==> src/rtl/elevator_pkg.sv <==
// elevator_pkg: shared state encoding, default sizing and one-hot output decode for the elevator car
package elevator_pkg;
    typedef enum logic [2:0] {IDLE, UP, DOWN, OPEN, CLOSE} state_t;
    localparam int DEF_N_FLOORS    = 8;
    localparam int DEF_MOVE_CYCLES = 4;
    localparam int DEF_DOOR_CYCLES = 6;
    // {open, close, up, down}; IDLE decodes to all zeros
    function automatic logic [3:0] state_oh(state_t s);
        return {s == OPEN, s == CLOSE, s == UP, s == DOWN};
    endfunction
endpackage

==> src/rtl/elevator_call_reg.sv <==
// elevator_call_reg: per-floor call latch with clear-wins priority and direction search
// Ports: clk/rst async active-high; i_call_req call pulses; i_floor current floor;
// i_mask_here suppresses latching of the current floor; i_clr_en/i_clr_floor clear one call;
// o_calls_pending latched calls; o_here/o_any_above/o_any_below relative to i_floor.
module elevator_call_reg
    import elevator_pkg::*;
#(
    parameter int N_FLOORS = DEF_N_FLOORS,
    localparam int FW = $clog2(N_FLOORS)
) (
    input  logic                clk,
    input  logic                rst,
    input  logic [N_FLOORS-1:0] i_call_req,
    input  logic [FW-1:0]       i_floor,
    input  logic                i_mask_here,
    input  logic                i_clr_en,
    input  logic [FW-1:0]       i_clr_floor,
    output logic [N_FLOORS-1:0] o_calls_pending,
    output logic                o_here,
    output logic                o_any_above,
    output logic                o_any_below
);
    logic [N_FLOORS-1:0] r_calls, w_set, w_clr;
    always_comb begin
        w_set = i_call_req;
        w_clr = '0;
        if (i_mask_here) w_set[i_floor] = 1'b0;
        if (i_clr_en) w_clr[i_clr_floor] = 1'b1;
        o_any_above = 1'b0;
        o_any_below = 1'b0;
        for (int i = 0; i < N_FLOORS; i++) begin
            if (FW'(i) > i_floor) o_any_above = o_any_above | r_calls[i];
            if (FW'(i) < i_floor) o_any_below = o_any_below | r_calls[i];
        end
    end
    // clear is applied after set so a same-cycle set/clear leaves the bit low
    always_ff @(posedge clk or posedge rst) begin
        if (rst) r_calls <= '0;
        else r_calls <= (r_calls | w_set) & ~w_clr;
    end
    assign o_calls_pending = r_calls;
    assign o_here = r_calls[i_floor];
endmodule

==> src/rtl/elevator_ctrl.sv <==
// elevator_ctrl: SCAN-scheduled, call-latching elevator car controller
// Ports: clk/rst async active-high; call_req per-floor call pulses; door_open_btn /
// door_close_btn door buttons; overload holds the door (only when ELEV_OVERLOAD_EN is defined);
// open/close/up/down registered one-hot state (all low in IDLE); floor current index;
// dir scan direction (1 = up); calls_pending latched unserved calls.
module elevator_ctrl
    import elevator_pkg::*;
#(
    parameter int N_FLOORS    = DEF_N_FLOORS,
    parameter int MOVE_CYCLES = DEF_MOVE_CYCLES,
    parameter int DOOR_CYCLES = DEF_DOOR_CYCLES,
    localparam int FW = $clog2(N_FLOORS)
) (
    input  logic                clk,
    input  logic                rst,
    input  logic [N_FLOORS-1:0] call_req,
    input  logic                door_open_btn,
    input  logic                door_close_btn,
`ifdef ELEV_OVERLOAD_EN
    input  logic                overload,
`endif
    output logic                open,
    output logic                close,
    output logic                up,
    output logic                down,
    output logic [FW-1:0]       floor,
    output logic                dir,
    output logic [N_FLOORS-1:0] calls_pending
);
    localparam int MW = $clog2(MOVE_CYCLES + 1);
    localparam int DW = $clog2(DOOR_CYCLES + 1);
    state_t        r_state;
    logic [3:0]    r_oh;
    logic [FW-1:0] r_floor;
    logic          r_dir;
    logic [MW-1:0] r_move;
    logic [DW-1:0] r_dwell;
    logic          w_here, w_above, w_below, w_arrive, w_next_pend, w_at_bound, w_ovl, w_open_entry;
    logic [FW-1:0] w_next_floor;
`ifdef ELEV_OVERLOAD_EN
    assign w_ovl = overload;
`else
    assign w_ovl = 1'b0;
`endif
    assign w_arrive     = (r_state == UP || r_state == DOWN) && r_move == MW'(MOVE_CYCLES - 1);
    assign w_next_floor = (r_state == UP) ? r_floor + 1'b1 : r_floor - 1'b1;
    assign w_next_pend  = calls_pending[w_next_floor];
    assign w_at_bound   = (r_state == UP) ? w_next_floor == FW'(N_FLOORS - 1) : w_next_floor == '0;
    // every transition into OPEN clears the call of the floor the door opens on
    assign w_open_entry = (w_arrive && w_next_pend)
                        || (door_open_btn && (r_state == IDLE || r_state == CLOSE))
                        || (r_state == IDLE && w_here);

    elevator_call_reg #(.N_FLOORS(N_FLOORS)) u_calls (
        .clk             (clk),
        .rst             (rst),
        .i_call_req      (call_req),
        .i_floor         (r_floor),
        .i_mask_here     (r_state == OPEN),
        .i_clr_en        (w_open_entry),
        .i_clr_floor     (w_arrive ? w_next_floor : r_floor),
        .o_calls_pending (calls_pending),
        .o_here          (w_here),
        .o_any_above     (w_above),
        .o_any_below     (w_below)
    );

    always_ff @(posedge clk or posedge rst) begin
        if (rst) begin
            r_state <= IDLE;
            r_oh    <= '0;
            r_floor <= '0;
            r_dir   <= 1'b1;
            r_move  <= '0;
            r_dwell <= '0;
        end else begin
            case (r_state)
                IDLE: begin
                    r_move  <= '0;
                    r_dwell <= '0;
                    if (door_open_btn || w_here) begin
                        r_state <= OPEN;
                        r_oh    <= state_oh(OPEN);
                    end else if (r_dir && w_above) begin
                        r_state <= UP;
                        r_oh    <= state_oh(UP);
                    end else if (w_below) begin
                        r_state <= DOWN;
                        r_oh    <= state_oh(DOWN);
                        r_dir   <= 1'b0;
                    end else if (w_above) begin
                        r_state <= UP;
                        r_oh    <= state_oh(UP);
                        r_dir   <= 1'b1;
                    end
                end
                UP, DOWN: begin
                    if (w_arrive) begin
                        r_move  <= '0;
                        r_floor <= w_next_floor;
                        if (w_next_pend) begin
                            r_state <= OPEN;
                            r_oh    <= state_oh(OPEN);
                        end else if (w_at_bound) begin
                            r_state <= IDLE;
                            r_oh    <= state_oh(IDLE);
                        end
                    end else begin
                        r_move <= r_move + 1'b1;
                    end
                end
                OPEN: begin
                    // overload freezes dwell and masks the close button; a call for this
                    // floor or the open button restarts dwell and beats the close button
                    if (w_ovl) begin
                        r_dwell <= r_dwell;
                    end else if (door_open_btn || call_req[r_floor]) begin
                        r_dwell <= '0;
                    end else if (door_close_btn || r_dwell == DW'(DOOR_CYCLES - 1)) begin
                        r_dwell <= '0;
                        r_state <= CLOSE;
                        r_oh    <= state_oh(CLOSE);
                    end else begin
                        r_dwell <= r_dwell + 1'b1;
                    end
                end
                CLOSE: begin
                    r_state <= door_open_btn ? OPEN : IDLE;
                    r_oh    <= state_oh(door_open_btn ? OPEN : IDLE);
                end
                default: begin
                    r_state <= IDLE;
                    r_oh    <= '0;
                end
            endcase
        end
    end

    assign {open, close, up, down} = r_oh;
    assign floor = r_floor;
    assign dir   = r_dir;
endmodule

==> config.mk <==
export PLATFORM = sky130hd
export DESIGN_NAME = elevator_ctrl
export DESIGN_NICKNAME = d
export VERILOG_FILES = /design/src/rtl/elevator_pkg.sv /design/src/rtl/elevator_call_reg.sv /design/src/rtl/elevator_ctrl.sv
export SDC_FILE = /design/constraint.sdc
export NUM_CORES = 1
export LEC_CHECK = 0
export BUFFER_PORTS_ARGS = -buffer_cell sky130_fd_sc_hd__buf_2
export CAP_MARGIN = 25
export CORE_UTILIZATION = 50
export CTS_CLUSTER_SIZE = 14
export DETAILED_ROUTE_END_ITERATION = 10
export PLACE_DENSITY_LB_ADDON = 0.25
export SETUP_SLACK_MARGIN = 0.02
export SYNTH_ARGS = -nofsm -noshare
export SYNTH_HDL_FRONTEND = slang
export SYNTH_SLANG_ARGS = --single-unit
export TNS_END_PERCENT = 50
==> constraint.sdc <==
create_clock -name clk -period 3 [get_ports clk]
set_input_delay 0.3 -clock clk [delete_from_list [all_inputs] [get_ports clk]]
set_output_delay 0.3 -clock clk [all_outputs]
set_load 0.02 [all_outputs]
==> qor.csv <==
metric;value;unit
outcome;complete, no violations;
die_area;4000;um2
syn_area;1870;um2
yosys.area.top_type_share;0.307;
worstMarginPinSlew;898;ps
holdCritPathClass;input port to asynchronous set/reset pin;
vias;1745;
first_pass_iters;4;
clock_skew;10.5;ps
synthXorXnorAreaFrac;0.0187;
synthMuxAreaShare;0.0854;
finalSetupTns;0;ps
wl_per_cell;16.0;um
endpoint_kind;register;
fp.dieW;63.2;um
hold_viol;0;
hold_buffers;0;
grt_pass1_wl;7780;um
cts.path.max_buffers;2;
synth_top_family_by_area;compound AO/OA/AOI/OAI gates;
wl;4580;um
clock_latency;280;ps
fin_util;0.635;
via_per_inst;6.10;
dp_hpwl;3440;um
synth-main-ff-cell;dfrtp_1;
critPathArrivalTime;2900;ps
drive_above_1_share;0.275;
synthCells;206;
cts.clk_slew.worst_paths;90;ps
io_buffer_count;27;
power.total;2.41;mW
drt_iter0_drc;91;
fill_cells;325;
setup_viol_count_final;0;
rows;21;
p_leak;0.925;nW
crit_fanout;6;
r2r-end;u_calls.o_calls_pending[7];
drv_slew;0;
yosysUniqueCellTypes;60;
core_area;3470;um2
yosysSeqAreaShare;0.321;
antenna_found_initial;0;
cp.required;3160;ps
die_y;63.2;um
r2r_slack;260;ps
slew_headroom;0.400;
boundaryPins;28;
track_usage;0.248;
gr-total-overflow;0;
num_antenna_cells;0;
ys_ff_latch;24;
cts.sinks;24;
synthAdderAreaFrac;0.0654;
drv_cap;0;
async_flop_share;1.00;
nNetsFinal;262;
worstSetupPathType;register to register;
synth_edf_count;0;
ys_top_cells_by_area;dfrtp_1, a21oi_1, ha_1;
synth-compound-area-share;0.236;
gp_congestion;0.876;
initial_core_util;0.540;
max_freq;0.364;GHz
yosys.area_share.simple;0.231;
cts_tree;built;
period_minus_slack;2740;ps
cts_buffers;3;
rsz0062_at_grt;no;
synth_area_leader_cell;dfrtp_1;
grt_max_degree;25;
r2r_cells;9;
ant_nets;0;
area_growth;17.5;%
p_per_area;1090;nW/um2
r2r_start;floor[1];
peakVddDrop;0.468;mV
grt_pass1_vias;1636;
yosys_warnings;0;
period_share;0.915;
drc;0;
synth_fp_nets;227;
h-tree-depth;1;
postSynthAreaPerCell;9.10;um2
start_kind;register;
cts-root-buf;clkbuf_8;
==> cell usage in the layout (no fill, tap or decap), types with 3 or more instances in the layout <==
| cell | n |
|---|---|
| buf_2 | 27 |
| nand2_1 | 7 |
| o21ai_0 | 8 |
| inv_1 | 7 |
| dfrtp_1 | 23 |
| mux2i_1 | 4 |
| a221oi_1 | 4 |
| mux4_2 | 3 |
| and2_1 | 7 |
| a211oi_1 | 3 |
| buf_4 | 13 |
| clkbuf_8 | 3 |
| ha_1 | 9 |
| nor2b_1 | 7 |
| nor2_1 | 15 |
| nor3b_1 | 3 |
| a31oi_1 | 4 |
| or2_2 | 3 |
| nand4_1 | 3 |
| nand2b_1 | 6 |
| nand3_1 | 7 |
| a21oi_1 | 25 |
==> logic make-up (layout without fill, tap and decap cells) <==
family          count (synthesis)  in the layout
buf+inv                        19             53
fa+ha+maj                      10             10
mux                            11             11
compound gates                 66             66
flops                          24             24
simple gates                   72             72
xor+xnor                        4              4
==> registers in the layout, indices dropped and copies added (netlist names) <==
| signal | cells |
|---|---|
| dir | 1 |
| floor | 3 |
| r_state | 2 |
| r_dwell | 3 |
| r_move | 3 |
| u_calls.o_calls_pending | 8 |
| r_oh | 4 |
==> critical path, cell delays in order (launching register included) <==
cell and delay, ps:
dfrtp_1 440, ha_1 210, ha_1 320, nor4bb_2 380, a21oi_2 80, a221oi_1 400, nor2_1 180, o32ai_1 350
buf_4 210, a21oi_1 70
==> through the flow <==
stage          cell area [um2]  hold WS (ps)  instances  setup slack [ps]
5_1_grt                   2200           291        286              31.4
3_3_place_gp              2120           469        282               269
3_5_place_dp              2120           488        282               241
6_report                  2200           202        286               255
2_1_floorplan             1870           314        206               255
4_1_cts                   2190           231        286               227
==> timing repair <==
item,4_1_cts,5_1_grt
gates resized for setup,0,2
setup endpoints to repair,0,9
endpoints found under the hold margin,0,0
setup buffers,0,0
==> cell usage after synthesis, drive strengths merged (3+ instances only) <==
| library cell | n |
|---|---|
| inv | 7 |
| a31oi | 4 |
| nand3 | 7 |
| mux4 | 3 |
| buf | 3 |
| a211oi | 3 |
| or2 | 3 |
| nor2b | 7 |
| dfrtp | 23 |
| nand2b | 6 |
| o21ai | 8 |
| ha | 9 |
| and2 | 7 |
| nor2 | 15 |
| a221oi | 4 |
| a21oi | 26 |
| nand4 | 3 |
| nand2 | 7 |
| clkbuf | 7 |
| nor3b | 3 |
| mux2 | 4 |
| mux2i | 4 |
==> final cells by class <==
| type | count | area [um2] | area share |
|---|---|---|---|
| Inverter | 9 | 33.8 | 0.0153 |
| Timing Repair Buffer | 40 | 233 | 0.106 |
| Multi-Input combinational cell | 163 | 1200 | 0.547 |
| Clock buffer | 3 | 41.3 | 0.0188 |
| Sequential cell | 24 | 602 | 0.273 |
| Clock inverter | 1 | 30.0 | 0.0136 |
| Tap cell | 46 | 57.6 | 0.0261 |
==> report_power, final <==
| group | internal (mW) | leakage, nW | switching [mW] |
|---|---|---|---|
| Combinational | 0.671 | 0.613 | 0.931 |
| Sequential | 0.420 | 0.276 | 0.0995 |
| Clock | 0.179 | 0.0357 | 0.111 |
==> routing by layer <==
metal | up-vias | global-route usage | routed length (um)
met5 | - | 0 | 0
met4 | 0 | 0.0341 | 29
met3 | 7 | 0.0380 | 278
met2 | 57 | 0.390 | 2110
met1 | 850 | 0.366 | 2160
li1 | 831 | - | -
==> worst max-delay path by stage <==
stage / startpoint / to / slack (ps) / cells after the start
2_1_floorplan: floor[0] / r_oh[1] / 250 / 8
3_3_place_gp: floor[1] / r_oh[1] / 270 / 8
3_5_place_dp: floor[1] / r_oh[1] / 240 / 8
4_1_cts: floor[1] / r_oh[1] / 230 / 8
5_1_grt: floor[1] / u_calls.o_calls_pending[7] / 30 / 9
6_report: floor[1] / u_calls.o_calls_pending[7] / 260 / 9
No activity file was read; power rests on OpenSTA's default activity.
